==> config.mk <==
export PLATFORM = sky130hd
export DESIGN_NAME = screen_region_arbiter
export DESIGN_NICKNAME = d
export VERILOG_FILES = /design/src/rtl/screen_region_arbiter_pkg.sv /design/src/rtl/screen_region_arbiter_region_hit_cell.sv /design/src/rtl/screen_region_arbiter.sv
export SDC_FILE = /design/constraint.sdc
export NUM_CORES = 1
export LEC_CHECK = 0
export ABC_AREA = 1
export ABC_CLOCK_PERIOD_IN_PS = 1900
export CORE_MARGIN = 5
export CORE_UTILIZATION = 48
export CTS_CLUSTER_SIZE = 12
export DETAILED_ROUTE_END_ITERATION = 10
export GPL_ROUTABILITY_DRIVEN = 0
export PLACE_DENSITY = 0.65
export RECOVER_POWER = 100
export REMOVE_ABC_BUFFERS = 1
export SLEW_MARGIN = 20
export SYNTH_ARGS = -nofsm -noshare
export SYNTH_HDL_FRONTEND = slang
export SYNTH_HIERARCHICAL = 1
export SYNTH_SLANG_ARGS = --single-unit
==> constraint.sdc <==
create_clock -name clk -period 1.9 [get_ports clk]
set_input_delay 0.19 -clock clk [delete_from_list [all_inputs] [get_ports clk]]
set_output_delay 0.19 -clock clk [all_outputs]
set_load 0.02 [all_outputs]
==> src/rtl/screen_region_arbiter_pkg.sv <==
`default_nettype none
// ============================================================================
//  Module      : screen_region_arbiter_pkg
//  Description : Region-entry record, commit FSM encoding and shared constants
//                for the screen region arbiter.
//  Revision    : 1.0
// ============================================================================
package screen_region_arbiter_pkg;

    // Region coordinates are stored at this width and zero-extended from COORD_W.
    localparam int c_max_coord_w = 16;
    localparam int c_def_blink_w = 5;

    typedef struct packed {
        logic [c_max_coord_w-1:0] x0;
        logic [c_max_coord_w-1:0] x1;
        logic [c_max_coord_w-1:0] y0;
        logic [c_max_coord_w-1:0] y1;
        logic                     en;
        logic                     blink;
    } region_t;

    typedef enum logic [1:0] {
        ST_IDLE    = 2'd0,
        ST_PENDING = 2'd1,
        ST_APPLY   = 2'd2
    } state_t;

endpackage
`default_nettype wire

==> src/rtl/screen_region_arbiter_region_hit_cell.sv <==
`default_nettype none
// ============================================================================
//  Module      : region_hit_cell
//  Description : Tests one half-open rectangle against the current pixel.
//  Revision    : 1.0
// ============================================================================
module region_hit_cell
    import screen_region_arbiter_pkg::*;
(
    input  region_t                  i_region,
    input  logic [c_max_coord_w-1:0] i_h,
    input  logic [c_max_coord_w-1:0] i_v,
    input  logic                     i_blink_off,
    output logic                     o_hit
);

    logic w_in_x;
    logic w_in_y;

    // A degenerate rectangle (x1 <= x0 or y1 <= y0) can never satisfy both bounds.
    assign w_in_x = (i_h >= i_region.x0) && (i_h < i_region.x1);
    assign w_in_y = (i_v >= i_region.y0) && (i_v < i_region.y1);
    assign o_hit  = i_region.en && w_in_x && w_in_y && !(i_region.blink && i_blink_off);

endmodule
`default_nettype wire

==> src/rtl/screen_region_arbiter.sv <==
`default_nettype none
// ============================================================================
//  Module      : screen_region_arbiter
//  Description : Priority hit-test of the pixel position against a table of
//                rectangles, with frame-synchronous double-buffered updates.
//  Revision    : 1.0
// ============================================================================
module screen_region_arbiter
    import screen_region_arbiter_pkg::*;
#(
    parameter int  NUM_REGIONS = 4,
    parameter int  COORD_W     = 10,
    parameter int  PIPE        = 1,
    parameter int  BLINK_W     = c_def_blink_w,
    localparam int IDX_W       = $clog2(NUM_REGIONS)
) (
    input  logic                   clk,
    input  logic                   rst_n,
    input  logic [COORD_W-1:0]     h_readwire,
    input  logic [COORD_W-1:0]     v_readwire,
    input  logic                   cfg_valid,
    output logic                   cfg_ready,
    input  logic [IDX_W-1:0]       cfg_idx,
    input  logic [COORD_W-1:0]     cfg_x0,
    input  logic [COORD_W-1:0]     cfg_x1,
    input  logic [COORD_W-1:0]     cfg_y0,
    input  logic [COORD_W-1:0]     cfg_y1,
    input  logic                   cfg_en,
    input  logic                   cfg_blink,
    input  logic                   cfg_commit,
    output logic [NUM_REGIONS-1:0] region_onehot,
    output logic [IDX_W-1:0]       region_idx,
    output logic                   region_hit,
    output logic                   frame_tick
);

    state_t                   r_state;
    state_t                   w_state_nxt;
    logic                     w_apply;
    logic                     w_frame_start;
    logic                     w_cfg_wr;
    logic [COORD_W-1:0]       r_v_prev;
    logic [BLINK_W-1:0]       r_frame_cnt;
    region_t                  r_shadow [NUM_REGIONS];
    region_t                  r_active [NUM_REGIONS];
    region_t                  w_cfg_entry;
    logic [c_max_coord_w-1:0] w_h;
    logic [c_max_coord_w-1:0] w_v;
    logic [NUM_REGIONS-1:0]   w_hits;
    logic [NUM_REGIONS-1:0]   w_onehot;
    logic [IDX_W-1:0]         w_idx;
    logic                     w_hit;
    logic [NUM_REGIONS-1:0]   r_onehot_q [PIPE];
    logic [IDX_W-1:0]         r_idx_q    [PIPE];
    logic [PIPE-1:0]          r_hit_q;

    assign w_frame_start = (v_readwire == '0) && (r_v_prev != '0);
    assign frame_tick    = w_frame_start;
    assign w_cfg_wr      = cfg_valid && cfg_ready && (int'(cfg_idx) < NUM_REGIONS);

    assign w_cfg_entry = '{x0:    c_max_coord_w'(cfg_x0),
                           x1:    c_max_coord_w'(cfg_x1),
                           y0:    c_max_coord_w'(cfg_y0),
                           y1:    c_max_coord_w'(cfg_y1),
                           en:    cfg_en,
                           blink: cfg_blink};

    always_ff @(posedge clk or negedge rst_n) begin
        if (!rst_n) begin
            r_state     <= ST_IDLE;
            r_v_prev    <= '0;
            r_frame_cnt <= '0;
        end else begin
            r_state  <= w_state_nxt;
            r_v_prev <= v_readwire;
            if (w_frame_start) begin
                r_frame_cnt <= r_frame_cnt + 1'b1;
            end
        end
    end

    always_comb begin
        w_state_nxt = r_state;
        cfg_ready   = 1'b0;
        w_apply     = 1'b0;
        case (r_state)
            ST_IDLE: begin
                cfg_ready = 1'b1;
                // A commit coinciding with a frame start waits for the next one.
                if (cfg_commit) begin
                    w_state_nxt = ST_PENDING;
                end
            end
            ST_PENDING: begin
                if (w_frame_start) begin
                    w_state_nxt = ST_APPLY;
                end
            end
            ST_APPLY: begin
                w_apply     = 1'b1;
                w_state_nxt = ST_IDLE;
            end
            default: begin
                w_state_nxt = ST_IDLE;
            end
        endcase
    end

    always_ff @(posedge clk or negedge rst_n) begin
        if (!rst_n) begin
            for (int i = 0; i < NUM_REGIONS; i++) begin
                r_shadow[i] <= '0;
                r_active[i] <= '0;
            end
        end else begin
            if (w_cfg_wr) begin
                r_shadow[cfg_idx] <= w_cfg_entry;
            end
            if (w_apply) begin
                for (int i = 0; i < NUM_REGIONS; i++) begin
                    r_active[i] <= r_shadow[i];
                end
            end
        end
    end

    assign w_h = c_max_coord_w'(h_readwire);
    assign w_v = c_max_coord_w'(v_readwire);

    generate
        for (genvar g = 0; g < NUM_REGIONS; g++) begin : g_cell
            region_hit_cell u_cell (
                .i_region    (r_active[g]),
                .i_h         (w_h),
                .i_v         (w_v),
                .i_blink_off (r_frame_cnt[BLINK_W-1]),
                .o_hit       (w_hits[g])
            );
        end
    endgenerate

    // Scan from the top so the lowest hitting index is the last one written.
    always_comb begin
        w_onehot = '0;
        w_idx    = '0;
        for (int i = NUM_REGIONS - 1; i >= 0; i--) begin
            if (w_hits[i]) begin
                w_onehot    = '0;
                w_onehot[i] = 1'b1;
                w_idx       = IDX_W'(i);
            end
        end
    end

    assign w_hit = |w_hits;

    always_ff @(posedge clk or negedge rst_n) begin
        if (!rst_n) begin
            for (int s = 0; s < PIPE; s++) begin
                r_onehot_q[s] <= '0;
                r_idx_q[s]    <= '0;
                r_hit_q[s]    <= 1'b0;
            end
        end else begin
            r_onehot_q[0] <= w_onehot;
            r_idx_q[0]    <= w_idx;
            r_hit_q[0]    <= w_hit;
            for (int s = 1; s < PIPE; s++) begin
                r_onehot_q[s] <= r_onehot_q[s-1];
                r_idx_q[s]    <= r_idx_q[s-1];
                r_hit_q[s]    <= r_hit_q[s-1];
            end
        end
    end

    assign region_onehot = r_onehot_q[PIPE-1];
    assign region_idx    = r_idx_q[PIPE-1];
    assign region_hit    = r_hit_q[PIPE-1];

endmodule
`default_nettype wire
==> results.toml, run 1 <==
[sta]
finalMaxSlewViolations = 0
max_freq_mhz = 520
min_period_ns = 1.92
final.setup.tns_ns = -0.0293
worst_slack_ns = -0.0248
max_slew_margin = 0.0327
hold_ws_ns = 0.0992
final-hold-violation-count = 0
setup_viol = 2
min_period_over_period = 1.01
worstMarginPinSlew_ns = 1.45
skew_ns = 0.0155
rsz0062_at_grt = "true"

[synth]
netlist_area_mm2 = 0.0202
syn_avg_cell_area_um2 = 9.36
synth-seq-cells = 360
synth_common_cells = "467 x nand2_1, 370 x inv_1, 360 x dfrtp_1"
yosysMostFrequentCell = "nand2_1"
yosys-top-cells-area = "dfrtp_1 45%, ha_1 15%, nand2_1 8.7%"
synthArstFlopShare = 1.00
ys_warn_count = 6
synth_edf_count = 0
syn-instance-count = 2155
netlist.area_leader.share = 0.447
yosysTopAreaCell = "dfrtp_1"
ys_seq_area_frac = 0.447
synth_ff_type = "dfrtp_1"
ys_types = 33

[floorplan]
dieArea_mm2 = 0.0462
core_area_mm2 = 0.0418
rows = 75
fp.dieH_um = 215
die_w_um = 215
start_util = 0.483
io_pins = 77

[finish]
diodes = 0
fin_nets = 2806
fin_area_mm2 = 0.0243
syn2layout_area_growth_pct = 20.6
drive_gt1_frac = 0.132
fill_cells = 3670

[setup_path]
cp.depth = 16
path_max_fanout = 2
cp_common_cell = "nand2_2"
crit_type = "reg2reg"
worstPathRequired_ns = 2.38
crit_chain = "inv_2, ha_4, nand2_2, nor2_1, nor2_2, nand2_4, nand2_2, nand2_4, nand2_1, nand2_1, nand2_1, inv_2, nand2_2, nor2_4, nand2_2, a21oi_2"
r2r_cells = 16
startpoint = "r_active[52]"
cp.arrival_ns = 2.41
worst_setup_path_end_kind = "flip-flop"
crit_buf_inv = 2
critical_path.max_stage_delay_ns = 0.37
r2r-start = "r_active[52]"
endpoint = "region_idx[0]"
cp_slowest_cell = "dfrtp_1"
reg2reg_to = "region_idx[0]"
r2r_setup_slack_ns = -0.02
startpoint_type = "flip-flop"
cpLargestDelayFamily = "simple AND/OR/NAND/NOR gates"

[placed_design]
dp_hpwl_um = 32100
numPortBuffers = 76
dpl_cell_area_mm2 = 0.0227
dp_slack_ns = -0.571

[clock_tree]
clk_latency_ns = 0.56
cts_max_level = 2
tritoncts = "yes"
path_clk_slew_ns = 0.05
root_buffer = "clkbuf_16"
cts_inserted_buffers = 40
clockBufferDepth = 3
clock_sinks = 360

[routing]
ant_nets = 0
first_pass_iters = 5
routed_wl_um = 44200
avgRoutedWirePerCell_um = 14.5
drtIter0Drc = 733
vias = 14700
drc = 0
vias_per_cell = 4.82

[pwr]
peakVddDrop_v = 0.000665
p_leak_uw = 0.0125
p_per_area_mw_per_mm2 = 810

[global_route]
grt_start_max_net_pins = 85
grt_pass1_vias = 15500
grt_use_total = 0.196
grt_pass1_wl_um = 74900
grt-ovfl-total = 0
antenna_found_initial = 0

[status]
outcome = "complete, but fails checks"
violations = "negative setup slack"

[flow_run]
cap_violations = 0

[worst_hold_path]
hp-class = "in2reg"
-- state kept, by name, summed over array words and instances (netlist names) --
name,flops
r_active,168
r_frame_cnt,5
r_shadow,168
r_state,2
r_v_prev,10
region_hit,1
region_idx,2
region_onehot,4
-- logic make-up (layout without fill, tap and decap cells) --
kind of cell               count (synthesis)  in the layout  share of synthesized area
DFF                                      360            360                      0.447
buffers and inverters                    438            605                     0.0956
other                                      1            192                   0.000186
and+or+nand+nor                          637            637                      0.130
muxes                                    168            168                     0.0938
xor gates and xnor gates                   1              1                   0.000435
AOI/OAI and AO/OA                        301            301                     0.0787
adders and majority gates                249            249                      0.155
-- how the worst min path moves through the flow --
stage	cells after the start	endpoint	slack [ns]	startpoint
final	2	r_v_prev[9]	0.1	v_readwire[9]
after global routing	2	r_v_prev[9]	0.08	v_readwire[9]
after CTS	2	r_shadow[249]	0.17	rst_n
after detailed placement	1	r_shadow[117]	0.18	rst_n
after global placement	1	r_shadow[117]	0.18	rst_n
after floorplan	0	r_active[0]	-0.11	rst_n
-- cell usage in the layout, fill, tap and decap left out, types with 9 or more instances in the layout --
cell,netlist,layout
nand2_1,467,435
dfrtp_1,360,360
inv_1,370,353
ha_1,249,233
conb_1,1,192
mux2_1,120,120
o21ai_0,70,98
o21ai_1,126,97
nor2_1,87,73
a21oi_1,77,64
clkdlybuf4s50_1,0,56
mux2_2,48,48
buf_4,0,44
clkbuf_16,0,40
nand2_2,6,31
inv_2,14,30
nand3_1,24,25
a21oi_2,8,21
nor2_2,8,16
ha_4,0,16
dlygate4sd3_1,0,14
clkbuf_1,8,13
nor3_1,16,11
clkbuf_4,0,9
-- metrics by stage --
stage	power [uW]	cells	utilization
2_1_floorplan	11000	2292	-
3_3_place_gp	11900	2981	0.544
3_5_place_dp	12000	2981	0.544
4_1_cts	19800	3050	0.579
5_1_grt	20800	3052	0.582
6_report	19700	3052	0.582
-- power breakdown --
group	internal (uW)	switching (uW)
Combinational	1200	1540
Clock	4530	3120
Sequential	8770	542
Total	14500	5200
-- area by class of cell --
cell class              count  area [um2]  area share
well taps                 539         674      0.0277
flip-flops and latches    360        9010       0.371
inverters                 384        1440      0.0593
repair buffers            155        1460      0.0602
clock inverters            11         170     0.00700
multi-input cells        1548       10400       0.429
clock buffers              55        1120      0.0460
-- per-layer routing --
metal,part of all wire,track usage,up-vias
met2,0.48,0.335,218
met1,0.46,0.256,6999
met5,0,0,-
met4,0.031,0.0717,0
li1,-,-,7398
met3,0.035,0.0273,83
-- timing repair --
action | CTS | global route
setup endpoints to repair | 8 | 8
buffers inserted | 2 | 2
endpoints found under the hold margin | 94 | 0
hold buffers | 1 | 0
pin swaps | 31 | 51
resized for setup | 36 | 90
Note: power is estimated with default switching activity, not from simulation.
==> inputs of run 2 (changes only) <==
Settings changed: RECOVER_POWER 100 to not set.
==> run 2 against run 1 <==
- the run still ends with negative setup slack left
- register-to-register slack barely moved
- cell count unchanged
- fmax decreased by 0.19%
- clock power is essentially flat
- critical path depth unchanged
- routed wire length rose by 0.11%
- flip-flop and latch count unchanged
- worst setup slack lost 0.0036 ns
- sequential power about the same
- global-route usage unchanged
- die area unchanged
- critical endpoint unchanged
- largest power group unchanged
- highest routed layer unchanged
==> results.toml, run 2 (synthesis gave the netlist of run 1 again) <==
[pwr]
power.total_uw = 19700
p_leak_uw = 0.0126
peakVddDrop_v = 0.000664
p_per_area_mw_per_mm2 = 805

[clock_tree]
path_clk_slew_ns = 0.06
clock_sinks = 360
tritoncts = "yes"
clk_latency_ns = 0.56
root_buffer = "clkbuf_16"
cts_inserted_buffers = 40
clockBufferDepth = 3
cts_max_level = 2

[finish]
layout_commonest_cell = "nand2_1"
drive_gt1_frac = 0.135
largestRegisters = "r_active x168, r_shadow x168, r_v_prev x10"
finalNonFillerCells = 3052
fin_area_mm2 = 0.0245
diodes = 0
fin_nets = 2806
final_cell_mix = "433 x nand2_1, 360 x dfrtp_1, 353 x inv_1"
syn2layout_area_growth_pct = 21.7

[placed_design]
dpl_cell_area_mm2 = 0.0227
place_inst = 2981
dp_hpwl_um = 32100
numPortBuffers = 76

[routing]
first_pass_iters = 5
avgRoutedWirePerCell_um = 14.5
ant_nets = 0
vias_per_cell = 4.81
drtIter0Drc = 645
vias = 14700
drc = 0
routed_wl_um = 44300

[setup_path]
cp_slowest_cell = "dfrtp_1"
crit_buf_inv = 2
critical_path.max_stage_delay_ns = 0.37
startpoint_type = "flip-flop"
crit_type = "reg2reg"
crit_chain = "inv_2, ha_4, nand2_2, nor2_1, nor2_2, nand2_4, nand2_2, nand2_4, nand2_1, nand2_1, nand2_1, inv_2, nand2_2, nor2_4, nand2_2, a21oi_2"
cpLargestDelayFamily = "simple AND/OR/NAND/NOR gates"
path_max_fanout = 2
cp_common_cell = "nand2_2"
cp.arrival_ns = 2.42
worst_setup_path_end_kind = "flip-flop"
worstPathRequired_ns = 2.39

[sta]
max_slew_margin = 0.615
worstMarginPinSlew_ns = 0.576
min_period_over_period = 1.01
skew_ns = 0.0143
rsz0062_at_grt = "true"
finalMaxSlewViolations = 0
max_freq_mhz = 519
final.setup.tns_ns = -0.0284
final-hold-violation-count = 0
setup_viol = 1
worst_slack_ns = -0.0284
hold_ws_ns = 0.120
min_period_ns = 1.93

[floorplan]
start_util = 0.483
io_pins = 77
core_area_mm2 = 0.0418
dieArea_mm2 = 0.0462
fp.dieH_um = 215
rows = 75
die_w_um = 215

[worst_hold_path]
hp-class = "in2reg"

[global_route]
antenna_found_initial = 0
grt_start_max_net_pins = 85
grt_pass1_vias = 15500
grt-ovfl-total = 0
grt_use_total = 0.196
grt_pass1_wl_um = 74900

[flow_run]
cap_violations = 0

[status]
outcome = "complete, but fails checks"
violations = "negative setup slack"
[run 2: changes by cell type in the layout (fill, tap and decap cells not counted), moves of 3 or more]
cell / before / now
o21ai_0: 98 / 70
o21ai_1: 97 / 125
buf_12: 8 / 24
clkdlybuf4s50_1: 56 / 69
dlygate4sd3_1: 14 / 1
clkbuf_4: 9 / 0
buf_4: 44 / 52
clkbuf_2: 6 / 0
clkbuf_1: 13 / 9
buf_6: 6 / 3
[run 2: through the flow]
| step | util | setup WS, ns |
|---|---|---|
| global placement | 0.544 | -0.579 |
| detailed placement | 0.544 | -0.571 |
| floorplan | - | -1.13 |
| finish | 0.588 | -0.0284 |
| global route | 0.588 | -0.163 |
| CTS | 0.579 | -0.0195 |
[run 2: path summary, 6_finish.rpt]
| kind | from | end | slack (ns) | cells past startpoint |
|---|---|---|---|---|
| min in group asynchronous | rst_n | r_shadow[52] | 0.18 | 2 |
| min | v_readwire[9] | r_v_prev[9] | 0.12 | 2 |
| max in group asynchronous | rst_n | r_shadow[199] | 1.02 | 3 |
| max reg2reg | r_active[52] | region_idx[0] | -0.03 | 16 |
| max | r_active[52] | region_idx[0] | -0.03 | 16 |
| min reg2reg | r_shadow[153] | r_active[153] | 0.47 | 1 |
[run 2: what timing repair did]
item                                    in CTS  in global routing
hold endpoints to repair                    94                  0
endpoints found under the setup margin       8                  8
buffers inserted                             2                  2
hold buffers                                 1                  0
resized for setup                           36                 90
pin swaps                                   31                 51
[run 2: power breakdown]
part / switching [uW] / total [uW] / internal [uW]
registers: 542 / 9310 / 8770
logic: 1560 / 2790 / 1230
clock network: 3110 / 7640 / 4530
total: 5210 / 19700 / 14500
[run 2: layer usage]
| layer | vias up | GRT usage | wire length [um] | part of all wire |
|---|---|---|---|---|
| li1 | 7399 | - | - | - |
| met1 | 6979 | 0.256 | 20300 | 0.46 |
| met2 | 220 | 0.335 | 21100 | 0.48 |
| met3 | 86 | 0.0273 | 1490 | 0.034 |
| met4 | 0 | 0.0717 | 1390 | 0.031 |
| met5 | - | 0 | 0 | 0 |
[run 2: final cells by class]
cell class | count | area [um2]
well taps | 539 | 674
clock buffers | 55 | 1120
multi-input cells | 1548 | 10400
inverters | 384 | 1440
repair buffers | 155 | 1680
flip-flops and latches | 360 | 9010
clock inverters | 11 | 170
fillers | 3631 | 17200
==> inputs of run 3 (changes only) <==
Settings changed: ABC_AREA 1 to not set.
==> run 3 against run 2 <==
- non-clock buffer count did not move
- synthesized cell count decreased by 24%
- highest routed layer is now met5
- worst hold slack improved by 0.047 ns
- sequential share of layout area grew 0.59 points
- power decreased by 9.4%
- the run still ends with negative setup slack left
- largest power group is now the clock network
- routed wire length up 0.96%
- utilization increased by 0.65 points
==> results.toml, run 3 <==
[global_route]
antenna_found_initial = 3
grt_start_max_net_pins = 66
grt-ovfl-total = 0
grt_pass1_vias = 13600
grt_pass1_wl_um = 73200
grt_use_total = 0.205

[sta]
worstMarginPinSlew_ns = 0.565
final.setup.tns_ns = -2.53
max_freq_mhz = 439
min_period_over_period = 1.20
setup_viol = 8
rsz0062_at_grt = "true"
min_period_ns = 2.28
finalMaxSlewViolations = 0
worst_slack_ns = -0.377
final-hold-violation-count = 0
skew_ns = 0.0103
max_slew_margin = 0.623

[clock_tree]
root_buffer = "clkbuf_16"
clk_latency_ns = 0.55
path_clk_slew_ns = 0.06
cts_inserted_buffers = 41
cts_max_level = 2
clockBufferDepth = 3
clock_sinks = 360
tritoncts = "yes"

[pwr]
peakVddDrop_v = 0.000709
p_per_area_mw_per_mm2 = 741
p_leak_uw = 0.0117

[synth]
yosysTopAreaCell = "dfrtp_1"
yosysMostFrequentCell = "dfrtp_1"
synth_common_cells = "360 x dfrtp_1, 336 x mux2_2, 253 x inv_1"
ys_types = 47
synthArstFlopShare = 1.00
netlist_area_mm2 = 0.0196
synth_edf_count = 0
synth_ff_type = "dfrtp_1"
ys_warn_count = 6
syn-instance-count = 1640
ys_seq_area_frac = 0.459
yosys-top-cells-area = "dfrtp_1 46%, mux2_2 19%, ha_1 16%"
syn_avg_cell_area_um2 = 12.0
synth-seq-cells = 360
netlist.area_leader.share = 0.459

[placed_design]
numPortBuffers = 76
dpl_cell_area_mm2 = 0.0224
dp_slack_ns = -1.22
dp_hpwl_um = 32600

[finish]
layout_commonest_cell = "dfrtp_1"
largestRegisters = "r_active x168, r_shadow x168, r_v_prev x10"
fin_area_mm2 = 0.0241
drive_gt1_frac = 0.275
final_core_util = 0.594
regArea_mm2 = 0.00901
fill_cells = 3282
syn2layout_area_growth_pct = 23.1
final_cell_mix = "360 x dfrtp_1, 336 x mux2_2, 245 x inv_1"
multi_input_area_mm2 = 0.0106
fin_nets = 2311

[status]
outcome = "complete, but fails checks"
violations = "negative setup slack"

[floorplan]
start_util = 0.482
io_pins = 77
core_area_mm2 = 0.0406
fp.dieH_um = 212
rows = 74
die_w_um = 212
dieArea_mm2 = 0.0450

[setup_path]
crit_buf_inv = 1
cp.arrival_ns = 2.72
critical_path.max_stage_delay_ns = 0.38
path_max_fanout = 5
crit_chain = "inv_1, ha_1, nand4_1, a21oi_1, a2111o_1, o21ai_2, and4b_2, nor2_2, and3_4"
cp_slowest_cell = "a2111o_1"
startpoint_type = "flip-flop"
worstPathRequired_ns = 2.35
cpLargestDelayFamily = "simple AND/OR/NAND/NOR gates"
crit_type = "reg2reg"
worst_setup_path_end_kind = "flip-flop"

[routing]
vias = 13100
first_pass_iters = 5
ant_nets = 0
vias_per_cell = 5.12
avgRoutedWirePerCell_um = 17.5
routed_wl_um = 44700
drc = 0
drtIter0Drc = 672

[flow_run]
cap_violations = 0

[worst_hold_path]
hp-class = "in2async"
-- run 3: changes by cell type after synthesis, sizes merged, moves of 17 or more --
cell    previous run  this run
o21ai            196        40
mux2             168       337
nor2              96        43
a211oi             0        17
a21oi             85        61
nand3             28        11
inv              384       253
nand4              6        32
nand2            473        43
nand2b             0        17
-- run 3: where the power goes --
group / switching [uW] / leakage [uW] / total (uW) / internal [uW]
logic: 947 / 0.00612 / 1770 / 819
registers: 111 / 0.00492 / 8010 / 7900
clock network: 3170 / 0.000690 / 8120 / 4950
-- run 3: cells by family (layout without fill, tap and decap cells) --
family	count (synthesis)	in the layout	synth area share
fa+ha+maj	249	249	0.159
flops	360	360	0.459
simple gates	211	211	0.0610
other cells	1	193	0.000191
mux	337	337	0.194
buf+inv	288	481	0.0577
compound gates	190	190	0.0673
xor+xnor	4	4	0.00179
-- run 3: final timing paths --
path | cells past startpoint | end | slack [ns] | start
worst max-delay path | 9 | region_onehot[3] | -0.38 | r_active[143]
worst min-delay path | 2 | r_shadow[34] | 0.17 | rst_n
worst max register to register | 9 | region_onehot[3] | -0.38 | r_active[143]
worst min register to register | 1 | r_frame_cnt[3] | 0.48 | r_frame_cnt[3]
max in group asynchronous | 3 | r_shadow[240] | 0.95 | rst_n
min in group clk | 3 | r_state[0] | 0.21 | cfg_commit
-- run 3: through the flow --
| stage | power (uW) | hold slack [ns] | std cells |
|---|---|---|---|
| floorplan | 9030 | -0.106 | 1796 |
| global placement | 9700 | 0.150 | 2481 |
| CTS | 18000 | 0.157 | 2556 |
| finish | 17900 | 0.167 | 2557 |
| global route | 18700 | 0.201 | 2557 |
| detailed placement | 9750 | 0.155 | 2481 |
-- run 3: layout make-up --
class                      instances  area share
antenna                            1    0.000104
clock inverter                    15     0.00757
timing repair buffer             155      0.0650
multi-input combinational       1183       0.437
inverter                         253      0.0393
clock buffer                      58      0.0498
tap                              532      0.0276
sequential                       360       0.373
-- run 3: routing by layer --
layer / up-vias / routed length, um / global-route usage / share of wire
met5: - / 25 / 0 / 0.00056
met4: 4 / 1230 / 0.0657 / 0.027
met3: 78 / 1280 / 0.0300 / 0.029
met2: 153 / 21100 / 0.339 / 0.47
met1: 6553 / 21000 / 0.280 / 0.47
li1: 6312 / - / - / -
-- run 3: timing repair --
action	4_1_cts	5_1_grt
pin swaps	34	11
setup buffers	3	0
hold endpoints to repair	84	0
hold buffers	1	0
resized for setup	81	10
setup endpoints to repair	9	9
